`src/rtl/demux_prog_pkg.sv`:
```
// Shared types and constants for the demux select programmer.
package demux_prog_pkg;

  typedef enum logic [2:0] {
    IDLE,
    WR_SEL,
    WR_SEL_B,
    WR_CMT,
    WR_CMT_B,
    RD_SEL,
    RD_SEL_R,
    DONE
  } state_t;

  localparam logic [7:0] REG_COMMIT  = 8'h00;
  localparam logic [7:0] REG_SELECT  = 8'h04;

  localparam logic [1:0] RESP_OKAY   = 2'b00;
  localparam logic [1:0] RESP_SLVERR = 2'b10;

endpackage

```
`src/rtl/demux_prog_axil_wr.sv`:
```
// Single AXI4-Lite write: AW and W issued together, each dropping on its own
// handshake, then B accepted with bready and reported to the caller.
module demux_prog_axil_wr (
  input  logic        axil_aclk,
  input  logic        axil_areset,
  input  logic        start,
  input  logic [7:0]  start_addr,
  input  logic [31:0] start_data,
  output logic        addr_phase_done,
  output logic        resp_valid,
  output logic [1:0]  resp,
  output logic        m_axil_awvalid,
  input  logic        m_axil_awready,
  output logic [7:0]  m_axil_awaddr,
  output logic        m_axil_wvalid,
  input  logic        m_axil_wready,
  output logic [31:0] m_axil_wdata,
  input  logic        m_axil_bvalid,
  output logic        m_axil_bready,
  input  logic [1:0]  m_axil_bresp
);

  logic        awvalid_reg;
  logic        wvalid_reg;
  logic        bready_reg;
  logic        active_reg;
  logic [7:0]  addr_reg;
  logic [31:0] data_reg;
  logic        aw_left;
  logic        w_left;

  // A channel is still pending only while its valid is up and ready is not.
  assign aw_left         = awvalid_reg && !m_axil_awready;
  assign w_left          = wvalid_reg && !m_axil_wready;
  assign addr_phase_done = active_reg && !aw_left && !w_left;
  assign resp_valid      = bready_reg && m_axil_bvalid;
  assign resp            = m_axil_bresp;

  always_ff @(posedge axil_aclk) begin
    if (axil_areset) begin
      awvalid_reg <= 1'b0;
      wvalid_reg  <= 1'b0;
      bready_reg  <= 1'b0;
      active_reg  <= 1'b0;
      addr_reg    <= 8'h00;
      data_reg    <= 32'h0;
    end else begin
      if (resp_valid) begin
        bready_reg <= 1'b0;
      end
      if (start) begin
        awvalid_reg <= 1'b1;
        wvalid_reg  <= 1'b1;
        active_reg  <= 1'b1;
        addr_reg    <= start_addr;
        data_reg    <= start_data;
      end else begin
        if (awvalid_reg && m_axil_awready) begin
          awvalid_reg <= 1'b0;
        end
        if (wvalid_reg && m_axil_wready) begin
          wvalid_reg <= 1'b0;
        end
        if (addr_phase_done) begin
          active_reg <= 1'b0;
          bready_reg <= 1'b1;
        end
      end
    end
  end

  assign m_axil_awvalid = awvalid_reg;
  assign m_axil_awaddr  = addr_reg;
  assign m_axil_wvalid  = wvalid_reg;
  assign m_axil_wdata   = data_reg;
  assign m_axil_bready  = bready_reg;

endmodule

```
`src/rtl/demux_select_programmer.sv`:
```
// AXI4-Lite initiator writing SELECT then COMMIT to a demux control block.
// Optional SELECT readback/verify is enabled by defining DEMUX_PROG_READBACK_EN.
module demux_select_programmer
  import demux_prog_pkg::*;
#(
  parameter int         M_COUNT    = 2,
  parameter int         CL_M_COUNT = $clog2(M_COUNT),
  parameter logic [7:0] BASE_ADDR  = 8'h00
) (
  input  logic                  axil_aclk,
  input  logic                  axil_areset,
  input  logic                  req_valid,
  output logic                  req_ready,
  input  logic [CL_M_COUNT-1:0] req_select,
  output logic                  done_valid,
  output logic                  done_error,
  output logic [1:0]            done_resp,
  output logic                  busy,
  output logic                  m_axil_awvalid,
  input  logic                  m_axil_awready,
  output logic [7:0]            m_axil_awaddr,
  output logic                  m_axil_wvalid,
  input  logic                  m_axil_wready,
  output logic [31:0]           m_axil_wdata,
  input  logic                  m_axil_bvalid,
  output logic                  m_axil_bready,
  input  logic [1:0]            m_axil_bresp,
  output logic                  m_axil_arvalid,
  input  logic                  m_axil_arready,
  output logic [7:0]            m_axil_araddr,
  input  logic                  m_axil_rvalid,
  output logic                  m_axil_rready,
  input  logic [31:0]           m_axil_rdata,
  input  logic [1:0]            m_axil_rresp
);

  state_t      state_reg;
  logic        req_ready_reg;
  logic        busy_reg;
  logic        done_valid_reg;
  logic        done_error_reg;
  logic [1:0]  done_resp_reg;

  logic        accept;
  logic        sel_ok;
  logic        wr_start;
  logic [7:0]  wr_addr;
  logic [31:0] wr_data;
  logic        wr_addr_done;
  logic        wr_resp_valid;
  logic [1:0]  wr_resp;

`ifdef DEMUX_PROG_READBACK_EN
  logic                  arvalid_reg;
  logic                  rready_reg;
  logic [7:0]            araddr_reg;
  logic [CL_M_COUNT-1:0] sel_reg;
`endif

  assign accept = (state_reg == IDLE) && req_valid && req_ready_reg;
  assign sel_ok = 32'(req_select) < 32'(M_COUNT);

  // The SELECT write launches on the accept edge; COMMIT launches on the OKAY B of SELECT.
  assign wr_start = (accept && sel_ok) ||
                    ((state_reg == WR_SEL_B) && wr_resp_valid && (wr_resp == RESP_OKAY));
  assign wr_addr  = (state_reg == IDLE) ? BASE_ADDR + REG_SELECT : BASE_ADDR + REG_COMMIT;
  assign wr_data  = (state_reg == IDLE) ? 32'(req_select) : 32'h1;

  demux_prog_axil_wr u_wr (
    .axil_aclk       (axil_aclk),
    .axil_areset     (axil_areset),
    .start           (wr_start),
    .start_addr      (wr_addr),
    .start_data      (wr_data),
    .addr_phase_done (wr_addr_done),
    .resp_valid      (wr_resp_valid),
    .resp            (wr_resp),
    .m_axil_awvalid  (m_axil_awvalid),
    .m_axil_awready  (m_axil_awready),
    .m_axil_awaddr   (m_axil_awaddr),
    .m_axil_wvalid   (m_axil_wvalid),
    .m_axil_wready   (m_axil_wready),
    .m_axil_wdata    (m_axil_wdata),
    .m_axil_bvalid   (m_axil_bvalid),
    .m_axil_bready   (m_axil_bready),
    .m_axil_bresp    (m_axil_bresp)
  );

  always_ff @(posedge axil_aclk) begin
    if (axil_areset) begin
      state_reg      <= IDLE;
      req_ready_reg  <= 1'b1;
      busy_reg       <= 1'b0;
      done_valid_reg <= 1'b0;
      done_error_reg <= 1'b0;
      done_resp_reg  <= RESP_OKAY;
`ifdef DEMUX_PROG_READBACK_EN
      arvalid_reg    <= 1'b0;
      rready_reg     <= 1'b0;
      araddr_reg     <= 8'h00;
      sel_reg        <= '0;
`endif
    end else begin
      case (state_reg)
        IDLE: begin
          if (accept) begin
            req_ready_reg <= 1'b0;
            busy_reg      <= 1'b1;
`ifdef DEMUX_PROG_READBACK_EN
            sel_reg       <= req_select;
`endif
            // Out-of-range targets are rejected without touching the bus.
            if (!sel_ok) begin
              state_reg      <= DONE;
              done_valid_reg <= 1'b1;
              done_error_reg <= 1'b1;
              done_resp_reg  <= RESP_SLVERR;
            end else begin
              state_reg <= WR_SEL;
            end
          end
        end
        WR_SEL: begin
          if (wr_addr_done) state_reg <= WR_SEL_B;
        end
        WR_SEL_B: begin
          if (wr_resp_valid) begin
            if (wr_resp != RESP_OKAY) begin
              state_reg      <= DONE;
              done_valid_reg <= 1'b1;
              done_error_reg <= 1'b1;
              done_resp_reg  <= wr_resp;
            end else begin
              state_reg <= WR_CMT;
            end
          end
        end
        WR_CMT: begin
          if (wr_addr_done) state_reg <= WR_CMT_B;
        end
        WR_CMT_B: begin
          if (wr_resp_valid) begin
            if (wr_resp != RESP_OKAY) begin
              state_reg      <= DONE;
              done_valid_reg <= 1'b1;
              done_error_reg <= 1'b1;
              done_resp_reg  <= wr_resp;
            end else begin
`ifdef DEMUX_PROG_READBACK_EN
              state_reg   <= RD_SEL;
              arvalid_reg <= 1'b1;
              araddr_reg  <= BASE_ADDR + REG_SELECT;
`else
              state_reg      <= DONE;
              done_valid_reg <= 1'b1;
`endif
            end
          end
        end
`ifdef DEMUX_PROG_READBACK_EN
        RD_SEL: begin
          if (arvalid_reg && m_axil_arready) begin
            arvalid_reg <= 1'b0;
            rready_reg  <= 1'b1;
            state_reg   <= RD_SEL_R;
          end
        end
        RD_SEL_R: begin
          if (m_axil_rvalid && rready_reg) begin
            rready_reg     <= 1'b0;
            state_reg      <= DONE;
            done_valid_reg <= 1'b1;
            // A bus error wins over a data mismatch; a mismatch alone keeps resp OKAY.
            if (m_axil_rresp != RESP_OKAY) begin
              done_error_reg <= 1'b1;
              done_resp_reg  <= m_axil_rresp;
            end else if (m_axil_rdata != 32'(sel_reg)) begin
              done_error_reg <= 1'b1;
            end
          end
        end
`endif
        DONE: begin
          done_valid_reg <= 1'b0;
          done_error_reg <= 1'b0;
          done_resp_reg  <= RESP_OKAY;
          req_ready_reg  <= 1'b1;
          busy_reg       <= 1'b0;
          state_reg      <= IDLE;
        end
        default: state_reg <= IDLE;
      endcase
    end
  end

`ifdef DEMUX_PROG_READBACK_EN
  assign m_axil_arvalid = arvalid_reg;
  assign m_axil_araddr  = araddr_reg;
  assign m_axil_rready  = rready_reg;
`else
  logic unused_rd;
  assign unused_rd      = ^{m_axil_arready, m_axil_rvalid, m_axil_rdata, m_axil_rresp};
  assign m_axil_arvalid = 1'b0;
  assign m_axil_araddr  = 8'h00;
  assign m_axil_rready  = 1'b0;
`endif

  assign req_ready  = req_ready_reg;
  assign busy       = busy_reg;
  assign done_valid = done_valid_reg;
  assign done_error = done_error_reg;
  assign done_resp  = done_resp_reg;

endmodule
```
`config.mk`:
```
export PLATFORM = sky130hd
export DESIGN_NAME = demux_select_programmer
export DESIGN_NICKNAME = d
export VERILOG_FILES = /design/src/rtl/demux_prog_pkg.sv /design/src/rtl/demux_prog_axil_wr.sv /design/src/rtl/demux_select_programmer.sv
export SDC_FILE = /design/constraint.sdc
export NUM_CORES = 1
export LEC_CHECK = 0
export BUFFER_PORTS_ARGS = -buffer_cell sky130_fd_sc_hd__buf_2
export CAP_MARGIN = 10
export CORE_UTILIZATION = 44
export CTS_BUF_LIST = sky130_fd_sc_hd__clkbuf_4 sky130_fd_sc_hd__clkbuf_8
export DETAILED_ROUTE_END_ITERATION = 10
export PLACE_DENSITY = 0.89
export SETUP_SLACK_MARGIN = 0.5
export SYNTH_ARGS = -nofsm -noshare
export SYNTH_HDL_FRONTEND = slang
export SYNTH_HIERARCHICAL = 1
export SYNTH_SLANG_ARGS = --single-unit
```
`constraint.sdc`:
```
create_clock -name axil_aclk -period 1.59 [get_ports axil_aclk]
set_input_delay 0.0795 -clock axil_aclk [delete_from_list [all_inputs] [get_ports axil_aclk]]
set_output_delay 0.0795 -clock axil_aclk [all_outputs]
set_load 0.03 [all_outputs]
```
=== Word-level counts from Yosys, hierarchy flattened ===
Index checks and enable logic that the tools add are counted.

* Eq/ne operators: 13
* Muxes and demuxes: 30
* Reductions and logical operators: 30

{| class="wikitable"
|+ Operators with widths
! operator !! number
|-
| 2-to-1 mux 3 bit || 7
|-
| 2-to-1 mux 1 bit || 15
|-
| case mux 3 bit (5 select lines) || 1
|-
| nonzero test 2 bit || 6
|-
| logical AND 1 bit || 11
|-
| != test 2 x 1 -> 1 bit, second input constant || 5
|-
| equality test 3 x 2 -> 1 bit, second input constant || 2
|-
| equality test 3 bit, second input constant || 2
|-
| != test 2 bit, second input constant || 3
|-
| case mux 1 bit (2 select lines) || 3
|-
| AND reduction 5 bit || 1
|-
| logical NOT 1 bit || 4
|-
| 2-to-1 mux 2 bit || 2
|-
| case mux 2 bit (2 select lines) || 1
|-
| AND reduction 4 bit || 1
|-
| equality test 3 x 1 -> 1 bit, second input constant || 1
|-
| logical NOT 3 bit || 1
|-
| case mux 1 bit (3 select lines) || 1
|-
| AND reduction 3 bit || 1
|-
| nonzero test 3 bit || 1
|-
| logical NOT 2 bit || 1
|-
| AND reduction 2 bit || 1
|-
| OR reduction 2 bit || 1
|-
| logical OR 1 bit || 1
|}

* Flip-flop bits (word level): 53
* Bits of input ports: 45
* Output and inout bits: 59
* Word-level logic and storage cells: 85

=== Depth between registers and ports, before layout ===
* Depth after elaboration: 7
* Gate-level depth with buffers: 8
* Depth with buffers taken out: 5

=== Modules after synthesis ===
The synthesis kept the hierarchy.

{| class="wikitable"
|+ Modules (own cells, without submodules)
! module !! times used !! cells each !! area each (sq um) !! seq. area each (sq um)
|-
| demux_prog_axil_wr || 1 || 148 || 1655.3 || 880.8
|-
| demux_select_programmer || 1 || 71 || 599.3 || 180.2
|}

=== Worst setup path before layout ===
Ideal clock, no wire load.

* Kind: reg-to-reg
* Start: reg u_wr.bready_reg (netlist: u_wr/m_axil_bready)
* End: reg u_wr.addr_reg[0] (netlist: u_wr/m_axil_awaddr[0])
* Setup time: 128 ps
* Data arrival time: 1440 ps
* Slack: 23 ps
* Cell stages (with the launch flop): 7
* Period minus slack after synthesis: 1567 ps
* Cell sequence: dfxtp_1 > and2_1 > a41o_1 > buf_6 > buf_12 > mux2i_1 > nor2_1

* Word-level cells in the longest chain between the ends: 4

{| class="wikitable"
|+ RTL lines
! what !! line !! source
|-
| start, declared || demux_prog_axil_wr.sv:25 || <nowiki>logic bready_reg;</nowiki>
|-
| start signal, assigned || demux_prog_axil_wr.sv:43 || <nowiki>bready_reg <= 1'b0;</nowiki>
|-
| start signal, assigned || demux_prog_axil_wr.sv:49 || <nowiki>bready_reg <= 1'b0;</nowiki>
|-
| start signal, assigned || demux_prog_axil_wr.sv:66 || <nowiki>bready_reg <= 1'b1;</nowiki>
|-
| logical AND 1 bit || demux_prog_axil_wr.sv:36 || <nowiki>assign resp_valid = bready_reg && m_axil_bvalid;</nowiki>
|-
| net wr_resp_valid || demux_select_programmer.sv:50 || <nowiki>logic wr_resp_valid;</nowiki>
|-
| logical AND 1 bit (2 in series) || demux_select_programmer.sv:65 || <nowiki>((state_reg == WR_SEL_B) && wr_resp_valid && (wr_resp == RESP_OKAY));</nowiki>
|-
| logical OR 1 bit || demux_select_programmer.sv:64 || <nowiki>assign wr_start = (accept && sel_ok) ||</nowiki>
|-
| net wr_start || demux_select_programmer.sv:46 || <nowiki>logic wr_start;</nowiki>
|-
| end signal, assigned || demux_prog_axil_wr.sv:55 || <nowiki>addr_reg <= start_addr;</nowiki>
|-
| end, declared || demux_prog_axil_wr.sv:27 || <nowiki>logic [7:0] addr_reg;</nowiki>
|}

The timed path passes the listed nets, and every way through them passes these cells.
A chain may end at the register's enable or synchronous reset.

=== Worst setup path after layout ===
* Start: reg state_reg[1]
* End: reg u_wr.data_reg[28] (netlist: u_wr/m_axil_wdata[28])

* Word-level cells in the longest chain between the ends: 4
* Elaborated cells between the ends (all ways): 7

{| class="wikitable"
|+ RTL lines
! what !! line !! source
|-
| start, declared || demux_select_programmer.sv:37 || <nowiki>state_t state_reg;</nowiki>
|-
| start signal, assigned || demux_select_programmer.sv:91 || <nowiki>state_reg <= IDLE;</nowiki>
|-
| start signal, assigned || demux_select_programmer.sv:114 || <nowiki>state_reg <= DONE;</nowiki>
|-
| start signal, assigned || demux_select_programmer.sv:119 || <nowiki>state_reg <= WR_SEL;</nowiki>
|-
| equality test 3 x 2 -> 1 bit or logical NOT 3 bit (tied branches) || demux_select_programmer.sv:65, demux_select_programmer.sv:60 ||
|-
| logical AND 1 bit (on tied branches) (2 in series) || demux_select_programmer.sv:65, demux_select_programmer.sv:60 ||
|-
| logical OR 1 bit (*) || demux_select_programmer.sv:64 ||
|-
| net wr_start || demux_select_programmer.sv:46 ||
|-
| end signal, assigned || demux_prog_axil_wr.sv:56 || <nowiki>data_reg <= start_data;</nowiki>
|-
| end, declared || demux_prog_axil_wr.sv:28 || <nowiki>logic [31:0] data_reg;</nowiki>
|}

The timed path passes the listed nets; every way through them passes the cells marked *.

==> impl_table.tex <==
\begin{tabular}{lr}
\hline
Metric & Value \\
\hline
\multicolumn{2}{l}{\textbf{Cells and area}} \\
\quad Core occupancy in the finished layout & 63.8\% \\
\quad Fill cell total of the finished layout & 411 \\
\quad Share of cells above drive strength 1 & 34.1\% \\
\quad Final standard cell count with taps included and fillers excluded & 395 \\
\quad Final net count & 372 \\
\quad Area growth from synthesis to final layout & 36.4\% \\
\quad Ant. Diodes & 0 \\
\quad Max reg flops & 32 \\
\multicolumn{2}{l}{\textbf{Critical path}} \\
\quad Critical Path RT & 1.77 ns \\
\quad Family with the most delay on the worst path & simple AND/OR/NAND/NOR gates \\
\quad Worst Setup End Kind & flop \\
\quad Slowest cell on the critical path & sky130\_fd\_sc\_hd\_\_dfxtp\_2 \\
\quad Maximum fanout count along the critical path & 11 \\
\quad Crit path buffers/inverters & 2 \\
\quad Crit-path max cell delay & 0.35 ns \\
\quad Kind of start point of the critical path & flop \\
\quad Cell-by-cell trace of the critical path & nor2\_4 > and4b\_1 > a41o\_4 > buf\_4 > buf\_12 > mux2i\_2 > nor2\_1 \\
\quad Classification of the worst setup path & reg2reg \\
\quad Endpoint arrival time on the critical path & 1.68 ns \\
\multicolumn{2}{l}{\textbf{Drt}} \\
\quad DRC violation count after routing & 0 \\
\quad Wire per inst & 11.7 um \\
\quad Count of TritonRoute iterations in the first routing pass & 4 \\
\quad Remaining antenna violation count after routing & 0 \\
\quad Via count normalized by instance count & 4.53 \\
\quad Vias & 1,791 \\
\quad Total Routed Length & 4640 um \\
\quad Drt initial violations & 43 \\
\multicolumn{2}{l}{\textbf{Worst hold path}} \\
\quad Kind of path behind the tightest hold check & in2reg \\
\multicolumn{2}{l}{\textbf{STA}} \\
\quad Final hold violations & 0 \\
\quad Final setup violation count & 0 \\
\quad RSZ-0062 raised after global routing & yes \\
\quad Number of pins with negative max-slew slack in the final report & 0 \\
\quad Share of the clock period used by the worst path after layout & 94.5\% \\
\quad Final critical delay including setup and external delays & 1.50 ns \\
\quad Worst clock skew & 0.00792 ns \\
\quad Setup TNS & 0 ns \\
\quad Maximum achievable frequency & 666 MHz \\
\quad Worst slack on hold paths & 0.0574 ns \\
\multicolumn{2}{l}{\textbf{Logic synthesis}} \\
\quad Xor and xnor fraction of the mapped netlist area & 0.777\% \\
\quad Adder-cell share of the synthesized area & 0\% \\
\quad Instance count of the mapped netlist & 219 \\
\quad Post-synthesis area per instance & 10.3 um2 \\
\quad Count of yosys warnings during synthesis & 6 \\
\quad Portion of the post-synthesis area used by sequential elements & 47.1\% \\
\quad Synth Cell Area & 2250 um2 \\
\quad Post-synthesis share of cell area spent on and, or, nand and nor gates & 15.2\% \\
\quad Fraction of synthesized area in multiplexers & 17.8\% \\
\quad Largest family of logic cells by synthesized area & multiplexers \\
\quad Complex-gate fraction of the synthesized area & 7.05\% \\
\quad Synth unique cells & 36 \\
\quad Number of register bits inferred by synthesis & 53 \\
\multicolumn{2}{l}{\textbf{Global routing}} \\
\quad Maximum number of pins on one net before global-route repair & 27 \\
\quad Overall fraction of global-route tracks in use & 17.4\% \\
\quad Number of global-route vias before repair & 1,638 \\
\quad Wire length of the first global-routing pass & 7220 um \\
\quad Antenna violations before repair & 0 \\
\quad Grt ovf & 0 \\
\multicolumn{2}{l}{\textbf{Clock tree}} \\
\quad CTS HTree Levels & 2 \\
\quad CTS Buffer Depth & 2 \\
\quad Clock input transition at the sequential cells of the worst setup and hold paths & 0.09 ns \\
\quad Clk sink count & 53 \\
\quad Clock latency on the worst-skew pair & 0.29 ns \\
\quad Hold buffer count at cts & 0 \\
\quad Clock tree from TritonCTS & done \\
\quad Clock root cell & sky130\_fd\_sc\_hd\_\_clkbuf\_8 \\
\quad Number of buffers created by CTS & 5 \\
\multicolumn{2}{l}{\textbf{Floorplanning}} \\
\quad Initial Util & 46.8\% \\
\quad Site Rows & 25 \\
\quad Floorplan die height & 73.6 um \\
\quad Total Die Area & 5410 um2 \\
\quad Ports & 104 \\
\quad Core ar. & 4820 um2 \\
\quad Die outline width & 73.6 um \\
\multicolumn{2}{l}{\textbf{Outcome}} \\
\quad Run status & completed \\
\multicolumn{2}{l}{\textbf{Place}} \\
\quad Estimated wirelength of the detail-placed design & 2980 um \\
\quad Cell count after placement & 371 \\
\quad Buffers added on ports & 57 \\
\quad GPL Wtd Cong & 0.829 \\
\multicolumn{2}{l}{\textbf{Power and ir drop}} \\
\quad Total power per unit cell area & 1170 nW/um2 \\
\quad Static leakage & 0.00146 uW \\
\quad Peak VDD IR & 0.809 mV \\
\multicolumn{2}{l}{\textbf{Job}} \\
\quad Count of max-cap constraint violations & 0 \\
\hline
\end{tabular}
-- final cells by class --
cell class / count / area (um2) / area share (%)
well taps: 67 / 83.8 / 2.73
inverters: 4 / 17.5 / 0.570
clock buffers: 6 / 76.3 / 2.48
clock inverters: 2 / 15.0 / 0.488
repair buffers: 81 / 614 / 20.0
flip-flops and latches: 53 / 1080 / 35.2
multi-input cells: 182 / 1190 / 38.6
-- cell usage after synthesis (all sizes together) --
cell | count | area [um2]
a21oi | 7 | 35.0
a221o | 1 | 10.0
a31oi | 3 | 18.8
a32o | 2 | 20.0
a41o | 2 | 20.0
a41oi | 1 | 16.3
and2 | 2 | 12.5
and2b | 1 | 7.51
and3 | 1 | 6.26
and4b | 1 | 10.0
buf | 24 | 244
clkbuf | 3 | 11.3
conb | 1 | 3.75
dfxtp | 53 | 1060
inv | 4 | 15.0
mux2i | 40 | 400
nand2 | 2 | 7.51
nand2b | 6 | 37.5
nand3 | 3 | 15.0
nand3b | 4 | 30.0
nand4b | 2 | 17.5
nor2 | 43 | 161
nor2b | 1 | 6.26
nor3 | 2 | 10.0
nor3b | 2 | 15.0
o21a | 1 | 7.51
o21ai | 2 | 10.0
o21ba | 1 | 10.0
o21bai | 1 | 11.3
or3 | 1 | 6.26
xnor2 | 1 | 8.76
xor2 | 1 | 8.76
-- report_power, final --
group          total, uW  internal [uW]  switching [uW]  leakage [uW]
logic               1290            572             716      0.000979
clock network        746            328             418     0.0000408
registers           1560           1480            85.9      0.000438
total               3600           2380            1220       0.00146
-- stage by stage --
step	area [um2]	total power (uW)	worst slack [ns]
floorplan	2480	2480	0.146
global placement	2700	2600	0.134
detailed placement	2700	2630	0.0892
CTS	3030	3590	0.111
global route	3080	3780	0.0430
finish	3080	3600	0.0878
-- logic make-up (layout without fill, tap and decap cells) --
logic type | count (synthesis) | in the layout
AOI/OAI and AO/OA | 21 | 21
xor gates and xnor gates | 2 | 2
buffers and inverters | 31 | 93
DFF | 53 | 53
muxes | 40 | 40
other | 1 | 48
and+or+nand+nor | 71 | 71
-- path summary, 6_finish.rpt --
check                                      from               endpoint  cells after the start  slack, ns
worst max-delay path               state_reg[1]  u_wr/m_axil_wdata[28]                      7       0.09
worst min-delay path            m_axil_bresp[1]           done_resp[1]                      2       0.06
worst max register to register     state_reg[1]  u_wr/m_axil_wdata[28]                      7       0.09
worst min register to register       done_error             done_error                      2       0.45
-- cell usage in the layout, fill, tap and decap left out, types with 4 or more instances in the layout --
cell type,synthesis,routed
sky130_fd_sc_hd__nor2_1,43,41
sky130_fd_sc_hd__mux2i_1,40,39
sky130_fd_sc_hd__buf_2,2,57
sky130_fd_sc_hd__conb_1,1,48
sky130_fd_sc_hd__clkbuf_8,0,5
sky130_fd_sc_hd__buf_4,13,11
sky130_fd_sc_hd__nand3b_1,4,4
sky130_fd_sc_hd__a21oi_1,7,6
sky130_fd_sc_hd__dfxtp_1,53,46
sky130_fd_sc_hd__dfxtp_4,0,5
sky130_fd_sc_hd__buf_12,4,5
-- worst reg2reg max path: cells and delay by family (launching register included) --
family | cells | cell delay [ns]
muxes | 1 | 0.22
AOI/OAI and AO/OA | 1 | 0.16
buffers and inverters | 2 | 0.27
DFF | 1 | 0.35
and+or+nand+nor | 3 | 0.40
-- metal layers --
metal / GRT usage [%] / part of all wire, %
met3: 3.98 / 4.1
met5: 0 / 0
met4: 5.98 / 1.6
met2: 32.0 / 52
met1: 19.5 / 43
-- timing repair --
item / CTS / global route
setup endpoints to repair: 52 / 53
cloned: 3 / 0
pin swaps: 9 / 1
gates resized for setup: 22 / 4
buffers inserted: 8 / 5
(Power assumes the default switching activity.)
